`src/rtl/key_pio_pkg.sv`:
```
// ---------------------------------------------------------------------
// key_pio_pkg: register map and shared constants for the key PIO.
// Rev 1.0
// ---------------------------------------------------------------------
`default_nettype none

package key_pio_pkg;

  localparam int ADDR_W = 2;

  localparam logic [ADDR_W-1:0] ADDR_DATA    = 2'd0;
  localparam logic [ADDR_W-1:0] ADDR_RSVD    = 2'd1;
  localparam logic [ADDR_W-1:0] ADDR_IRQMASK = 2'd2;
  localparam logic [ADDR_W-1:0] ADDR_EDGECAP = 2'd3;

  // Level of an idle (unpressed) active-low key.
  localparam logic KEY_RELEASED = 1'b1;

endpackage

`default_nettype wire

```
`src/rtl/key_debounce.sv`:
```
// ---------------------------------------------------------------------
// key_debounce: two-stage synchroniser plus stable-level debounce for one key.
// Rev 1.0
// ---------------------------------------------------------------------
`default_nettype none

module key_debounce
  import key_pio_pkg::*;
#(
  parameter int DEBOUNCE_CYCLES = 50000
) (
  input  logic clk,
  input  logic reset_n,
  input  logic key_raw,
  output logic stable
);

  localparam int              CNT_W    = $clog2(DEBOUNCE_CYCLES);
  localparam logic [CNT_W-1:0] CNT_LAST = CNT_W'(DEBOUNCE_CYCLES - 1);

  logic             meta;
  logic             synced;
  logic [CNT_W-1:0] count;

  // The counter only runs while the synced level disagrees with the accepted one,
  // so any return to the accepted level restarts the qualification window.
  always_ff @(posedge clk or negedge reset_n) begin
    if (!reset_n) begin
      meta   <= KEY_RELEASED;
      synced <= KEY_RELEASED;
      stable <= KEY_RELEASED;
      count  <= '0;
    end else begin
      meta   <= key_raw;
      synced <= meta;
      if (synced == stable) begin
        count <= '0;
      end else if (count == CNT_LAST) begin
        stable <= synced;
        count  <= '0;
      end else begin
        count <= count + 1'b1;
      end
    end
  end

endmodule

`default_nettype wire

```
`src/rtl/key_pio.sv`:
```
// ---------------------------------------------------------------------
// key_pio: debounced key inputs with Avalon-MM registers and edge interrupt.
// Rev 1.0 -- optional macro KEY_PIO_BOTH_EDGES_EN captures release edges too.
// ---------------------------------------------------------------------
`default_nettype none

module key_pio
  import key_pio_pkg::*;
#(
  parameter int WIDTH           = 4,
  parameter int DEBOUNCE_CYCLES = 50000
) (
  input  logic              clk,
  input  logic              reset_n,
  input  logic [WIDTH-1:0]  key_in,
  input  logic [ADDR_W-1:0] s_address,
  input  logic              s_read,
  input  logic              s_write,
  input  logic [31:0]       s_writedata,
  output logic [31:0]       s_readdata,
  output logic              irq
);

  logic [WIDTH-1:0] stable;
  logic [WIDTH-1:0] stable_d;
  logic [WIDTH-1:0] edgecap;
  logic [WIDTH-1:0] irqmask;
  logic [WIDTH-1:0] edge_hit;
  logic [WIDTH-1:0] cap_clr;
  logic [31:0]      rd_mux;
  logic             unused_wdata;

  assign unused_wdata = ^s_writedata;

  for (genvar i = 0; i < WIDTH; i++) begin : g_key
    key_debounce #(
      .DEBOUNCE_CYCLES (DEBOUNCE_CYCLES)
    ) u_debounce (
      .clk     (clk),
      .reset_n (reset_n),
      .key_raw (key_in[i]),
      .stable  (stable[i])
    );
  end

  always_comb begin
`ifdef KEY_PIO_BOTH_EDGES_EN
    edge_hit = stable_d ^ stable;
`else
    edge_hit = stable_d & ~stable;
`endif
    cap_clr = '0;
    if (s_write && (s_address == ADDR_EDGECAP)) begin
      cap_clr = s_writedata[WIDTH-1:0];
    end
  end

  always_comb begin
    rd_mux = '0;
    case (s_address)
      ADDR_DATA:    rd_mux = 32'(stable);
      ADDR_IRQMASK: rd_mux = 32'(irqmask);
      ADDR_EDGECAP: rd_mux = 32'(edgecap);
      default:      rd_mux = '0;
    endcase
  end

  // Clear is applied before set so a capture wins over a same-cycle clear.
  always_ff @(posedge clk or negedge reset_n) begin
    if (!reset_n) begin
      stable_d   <= '1;
      edgecap    <= '0;
      irqmask    <= '0;
      s_readdata <= '0;
    end else begin
      stable_d <= stable;
      edgecap  <= (edgecap & ~cap_clr) | edge_hit;
      if (s_write && (s_address == ADDR_IRQMASK)) begin
        irqmask <= s_writedata[WIDTH-1:0];
      end
      if (s_read) begin
        s_readdata <= rd_mux;
      end
    end
  end

  assign irq = |(edgecap & irqmask);

endmodule

`default_nettype wire
```
`config.mk`:
```
export PLATFORM = sky130hd
export DESIGN_NAME = key_pio
export DESIGN_NICKNAME = d
export VERILOG_FILES = /design/src/rtl/key_pio_pkg.sv /design/src/rtl/key_debounce.sv /design/src/rtl/key_pio.sv
export SDC_FILE = /design/constraint.sdc
export NUM_CORES = 1
export LEC_CHECK = 0
export CAP_MARGIN = 5
export CELL_PAD_IN_SITES_DETAIL_PLACEMENT = 0
export CELL_PAD_IN_SITES_GLOBAL_PLACEMENT = 1
export CORE_MARGIN = 2
export CORE_UTILIZATION = 41
export DETAILED_ROUTE_END_ITERATION = 10
export GPL_TIMING_DRIVEN = 0
export MAX_ROUTING_LAYER = met4
export PLACE_DENSITY = 0.78
export SYNTH_ARGS = -nofsm -noshare
export SYNTH_HDL_FRONTEND = slang
export SYNTH_SLANG_ARGS = --single-unit
```
`constraint.sdc`:
```
create_clock -name clk -period 2.53 [get_ports clk]
set_input_delay 0.506 -clock clk [delete_from_list [all_inputs] [get_ports clk]]
set_output_delay 0.506 -clock clk [all_outputs]
set_load 0.03 [all_outputs]
```
==> impl_results.md, run 1 <==
* Die ar. at 11600 µm²
* Pleak at 0.00210 µW
* Number of enable flip-flop cells after synthesis at 0
* Slowest CP cell: clkdlybuf4s50_1
* Sequential share of the synthesized area at 52.8%
* Status: finished, final reports clean
* Post-synthesis compound-gate area fraction at 3.07%
* Synthesized area per cell at 10.2 µm²
* Nets at 531
* Drt pass-1 iters at 4
* Top_reg_cell synth: dfrtp_1
* GR Util All Layers at 15.2%
* CP Data Required Time at 2020 ps
* Yosys top cell area share at 43.2%
* Synth Warn # at 0
* Wire per inst at 12.1 µm
* Routing usage on met2 at 21.9%
* Simple-Gate Fraction of Synth Area at 21.7%
* Netlist Area Pre-Place at 4400 µm²
* CTS tree: done
* N_diodes at 0
* Initial antenna violation count at 0
* Tcrit/Tclk final at 84.9%
* Total grt overflow at 0
* Internal reg-to-reg setup slack at 600 ps
* Grt met3 use at 3.87%
* Clock skew at 8.33 ps
* Placed cells at 610
* Most common cell after layout, fill and taps aside: dfrtp_1
* Iteration-0 DRC Markers at 83
* Worst hold slack at 65.0 ps
* Chip Height at 108 µm
* Number of remaining DRC errors at 0
* Pwr dens at 543 nW/µm²
* Worst-Skew Late Latency at 370 ps
* Unrepaired setup endpoints after global routing: false
* Largest family of logic cells by synthesized area: simple AND/OR/NAND/NOR gates
* CTS root buffer: clkbuf_8
* Setup CP Type: flop to output pin
* Min cycle time layout at 2150 ps
* FF+latch count, synth at 92
* Num CTS Buffers at 9
* Area grow syn2layout at 14.4%
* Post-synthesis cell type count at 34
* CP startpoint kind: flop
* Commonest non-fill, non-tap cells in the layout: dfrtp_1 (76), nor2_1 (72), xnor2_1 (46)
* Core Box Area at 10400 µm²
* Routed Antenna Nets at 0
* MaxCap Viol Count at 0
* Most area-consuming cells after synthesis: dfrtp_1 (43%), dfstp_2 (9.6%), xnor2_1 (9.2%)
* Synth Area in XOR/XNOR at 11.7%
* GRT met1 Usage at 20.5%
* Crit path cell chain: a22oi_1 > nand2_1 > clkdlybuf4s50_1
* Initial Utilization at 42.4%
* HP Class: input port to asynchronous set/reset pin
* Post-Synthesis Cells at 430
* CTS max path bufs at 2
* Total Routed Length at 7590 µm
* Peak VDD IR at 0.000224 V
* Fin util at 48.5%
* Total Power at 2730 µW
* CP max FO at 3
* DPL Wire Length at 5290 µm
* Ys async rst share at 100%
* GRT busiest layer: met2
* Share of layout cells above drive strength 1 at 15.9%
* H-tree depth at 3
* Clk sinks at 92
* Fillers at 969
* FF+latch area at 2320 µm²
* Slowest cell delay on critical path at 590 ps
* Global-route wire length before repair at 13500 µm
* Setup crit end kind: output pin
* Mux cell area share after synthesis at 2.05%
* Pin count of the biggest net entering global routing at 63
* Final Setup Violations at 0
* Die X at 108 µm
* Final std cells w/o fill at 626
* Post-CTS setup buffer count at 0
* Fin. max-slew vios at 0
* Standard-cell rows at 37
* Crit path DAT at 1640 ps
* Setup TNS Final at 0 ps
* Cts repair resizes at 0
* Top-level I/O count at 75
* Routed vias/inst at 4.84
* PortBufs at 16
* Final Hold Viols at 0
* RD Place Congestion at 0.821
* Clock transition at the registers of the reported paths at 90 ps
* Fmax at 0.465 GHz
* Vias in the first global route at 2955
* Footprint of the multi-input gates at 1850 µm²
* Via Count at 3031
* Area leader, netlist: dfrtp_1
* # hold bufs at CTS at 0
* Adder-cell share of the synthesized area at 1.14%
==> layer usage <==
metal	share of wire, %	vias up
li1	-	1518
met1	50	1431
met2	43	66
met3	4.9	16
met4	2.0	0
met5	0	-
==> critical path, delay by kind of cell (launching register included) <==
kind	cells	cell delay, ps
buf+inv	1	590
simple gates	1	80
flops	1	410
compound gates	1	190
==> stage by stage <==
step | instance area, µm² | setup WS (ps)
after floorplan | 4500 | 783
after global placement | 4830 | -2420
after detailed placement | 4850 | 615
after CTS | 5030 | 365
after global routing | 5030 | 300
final | 5030 | 381
==> path summary, 6_finish.rpt <==
path                                                         from                                       to  depth (start not counted)
setup reg to reg           g_key[3].u_debounce.count[0]$_DFF_PN0_  g_key[3].u_debounce.count[11]$_DFF_PN0_                          6
setup / recovery                           irqmask[2]$_DFFE_PN0P_                                      irq                          3
min in group clk               g_key[2].u_debounce.meta$_DFF_PN1_     g_key[2].u_debounce.synced$_DFF_PN1_                          0
hold reg to reg                g_key[2].u_debounce.meta$_DFF_PN1_     g_key[2].u_debounce.synced$_DFF_PN1_                          0
max in group asynchronous                                 reset_n       g_key[0].u_debounce.meta$_DFF_PN1_                          2
hold / removal                                            reset_n   g_key[1].u_debounce.count[8]$_DFF_PN0_                          1
==> cell usage after synthesis, drive strengths merged, types with 3 or more instances <==
master,count
a21oi,5
nand4,19
nand3,22
mux2,8
ha,4
xnor2,46
and3,6
nor2,74
nor4,15
o21ai,13
nor3,15
clkbuf,4
dfrtp,76
nor4bb,6
xor2,13
nor4b,3
buf,31
dfstp,16
or2,3
inv,17
nand2,22
a22oi,6
==> area by class of cell <==
cell class	count	area share (%)
tap	136	3.38
clock buffer	10	2.74
inverter	17	1.27
sequential	92	46.2
multi-input combinational	313	36.8
timing repair buffer	17	3.68
clock inverter	6	0.771
buffer	35	5.17
==> sequential cells by signal, summed over array words and instances, names as in the netlist <==
register / flops
g_key.u_debounce.stable: 4
edgecap: 4
g_key.u_debounce.synced: 4
stable_d: 4
g_key.u_debounce.count: 64
g_key.u_debounce.meta: 4
irqmask: 4
s_readdata: 4
==> report_power, final <==
part | internal [µW] | switching (µW)
sequential | 1520 | 38.4
clock | 382 | 521
combinational | 106 | 166
total | 2010 | 725
==> cells by family after synthesis <==
| logic type | after synthesis |
|---|---|
| multiplexers | 8 |
| buffers and inverters | 52 |
| flip-flops | 92 |
| AO/OA/AOI/OAI | 24 |
| AND/OR/NAND/NOR | 190 |
| XOR/XNOR | 59 |
| other | 1 |
| adder cells (fa/ha/maj) | 4 |
Note: power is estimated with default switching activity, not from simulation.
==> run 2, diff against run 1 <==
==> constraint.sdc (replaced) <==
create_clock -name clk -period 2 [get_ports clk]
set_input_delay 0.4 -clock clk [delete_from_list [all_inputs] [get_ports clk]]
set_output_delay 0.4 -clock clk [all_outputs]
set_load 0.03 [all_outputs]
==> impl_results.md, run 2 (synthesis gave the netlist of run 1 again) <==
* CP Data Required Time at 2260 ps
* HP Class: flop to flop
* Setup CP Type: flop to flop
* Worst path bufs/invs at 2
* Total Power at 3450 µW
* Tcrit/Tclk final at 93.0%
* Share of layout cells above drive strength 1 at 16.2%
* Drt pass-1 iters at 4
* Unrepaired setup endpoints after global routing: false
* Standard-cell rows at 37
* Chip Height at 108 µm
* Global-route wire length before repair at 13500 µm
* Setup crit end kind: flop
* Final Hold Viols at 0
* Initial Utilization at 42.4%
* Vias in the first global route at 2960
* Num CTS Buffers at 9
* Fmax at 0.537 GHz
* GR Util All Layers at 15.2%
* Crit-path leading delay family: simple AND/OR/NAND/NOR gates
* Pleak at 0.00210 µW
* Slowest CP cell: or4_1
* Nets at 530
* Clock transition at the registers of the reported paths at 80 ps
* Worst hold slack at 359 ps
* Internal reg-to-reg setup slack at 140 ps
* FF-to-FF End: g_key[1].u_debounce.count[8]$_DFF_PN0_
* Relative slew margins at 65.4%
* Die ar. at 11600 µm²
* Peak VDD IR at 0.000284 V
* Crit path DAT at 2120 ps
* Crit path cell chain: or4_1 > nor4_4 > or2_1 > buf_6 > buf_12 > nor2_1
* Pwr dens at 685 nW/µm²
* Number of remaining DRC errors at 0
* Post-CTS setup buffer count at 0
* Via Count at 3028
* DPL Wire Length at 5290 µm
* Pre-CTS WS at 84.6 ps
* Worst r2r src: g_key[1].u_debounce.count[11]$_DFF_PN0_
* Clock skew at 9.34 ps
* Routed Antenna Nets at 0
* Least-Margin Pin Slew at 518 ps
* Most common cell after layout, fill and taps aside: dfrtp_1
* PortBufs at 16
* Top-level I/O count at 75
* Worst Reg-to-Reg Cells at 6
* Worst Hold Launch: g_key[2].u_debounce.meta$_DFF_PN1_
* Min cycle time layout at 1860 ps
* Wire per inst at 12.1 µm
* Core Box Area at 10400 µm²
* Final worst slack at 139 ps
* Final Setup Violations at 0
* Fin. max-slew vios at 0
* Total Routed Length at 7570 µm
* RD Place Congestion at 0.821
* Routed vias/inst at 4.84
* Clk sinks at 92
* Iteration-0 DRC Markers at 66
* Status: finished, final reports clean
* Area grow syn2layout at 14.7%
* Initial antenna violation count at 0
* N_diodes at 0
* Max FFs per register at 64
* Slowest cell delay on critical path at 570 ps
* H-tree depth at 3
* CTS tree: done
* Endpoint, Worst Hold: g_key[2].u_debounce.synced$_DFF_PN1_
* Pin count of the biggest net entering global routing at 63
* MaxCap Viol Count at 0
* Most flops, register: g_key.u_debounce.count
* Hold Path Depth at 0
* Total grt overflow at 0
* Fillers at 969
* CTS root buffer: clkbuf_8
* Commonest non-fill, non-tap cells in the layout: dfrtp_1 (76), nor2_1 (72), xnor2_1 (46)
* CP startpoint kind: flop
* CTS max path bufs at 2
* Worst-Skew Late Latency at 370 ps
* CP max FO at 10
* Die X at 108 µm
## run 2: changes by cell type in the layout (fill, tap and decap cells not counted), sizes merged
| cell | delta |
|---|---|
| clkbuf | -2 |
| dlygate4sd2 | +1 |
| dlygate4sd3 | +1 |
| clkdlybuf4s50 | -1 |
## run 2: worst max path at each step
stage                                       startpoint                                       to  slack, ps  cells after the start
6_report       g_key[1].u_debounce.count[11]$_DFF_PN0_   g_key[1].u_debounce.count[8]$_DFF_PN0_        140                      6
3_3_place_gp                                   reset_n  g_key[0].u_debounce.count[13]$_DFF_PN0_      -2840                      1
3_5_place_dp    g_key[3].u_debounce.count[0]$_DFF_PN0_   g_key[3].u_debounce.count[7]$_DFF_PN0_         80                      6
5_1_grt        g_key[1].u_debounce.count[10]$_DFF_PN0_  g_key[1].u_debounce.count[14]$_DFF_PN0_         30                      6
4_1_cts         g_key[3].u_debounce.count[0]$_DFF_PN0_  g_key[3].u_debounce.count[11]$_DFF_PN0_         40                      6
2_1_floorplan  g_key[1].u_debounce.count[10]$_DFF_PN0_  g_key[1].u_debounce.count[14]$_DFF_PN0_        250                      6
## run 2: worst reg2reg max path, stage by stage, from the launching register on
cell and delay (ps):
dfrtp_1 440, or4_1 570, nor4_4 290, or2_1 150
buf_6 130, buf_12 130, nor2_1 50
## run 2: where the power goes
group	leakage, µW	internal (µW)	switching, µW	total [µW]
sequential	0.00120	1920	48.9	1970
clock	0.0000885	483	658	1140
combinational	0.000812	133	209	342
## run 2: metrics by stage
| step | util, % | TNS, ps | std cells | area [µm²] |
|---|---|---|---|---|
| floorplan | - | 0 | 457 | 4500 |
| global placement | 46.6 | -243260 | 609 | 4830 |
| detailed placement | 46.8 | 0 | 610 | 4850 |
| CTS | 48.6 | 0 | 627 | 5040 |
| global route | 48.6 | 0 | 625 | 5040 |
| finish | 48.6 | 0 | 625 | 5040 |
## run 2: timing repair
item	in CTS	in global routing
resized for setup	1	3
hold endpoints to repair	26	0
pin swaps	0	1
gates cloned	0	0
setup endpoints to repair	1	36
hold buffers	1	0
## run 2: per-layer routing
layer  part of all wire (%)  up-vias  global-route usage (%)
met3                    4.9       14                    3.87
met4                    1.7        0                    6.04
met2                     43       75                    22.0
met5                      0        -                       -
li1                       -     1512                       -
met1                     50     1427                    20.5
## run 2: final cells by class
cell class / instances / area (µm²) / share of cell area (%)
flip-flops and latches: 92 / 2320 / 46.1
multi-input cells: 313 / 1860 / 36.9
clock inverters: 6 / 38.8 / 0.769
plain buffers: 33 / 254 / 5.04
clock buffers: 10 / 138 / 2.73
well taps: 136 / 170 / 3.37
repair buffers: 18 / 194 / 3.85
inverters: 17 / 63.8 / 1.27
==> run 3, diff against run 2 <==
--- a/config.mk
+++ b/config.mk
@@ -10,6 +10,7 @@
 export CELL_PAD_IN_SITES_GLOBAL_PLACEMENT = 1
 export CORE_MARGIN = 2
 export CORE_UTILIZATION = 41
+export CTS_CLUSTER_DIAMETER = 150
 export DETAILED_ROUTE_END_ITERATION = 10
 export GPL_TIMING_DRIVEN = 0
 export MAX_ROUTING_LAYER = met4
==> results of run 3 <==
Final layout, timing and power as in run 2 (identical DEF).
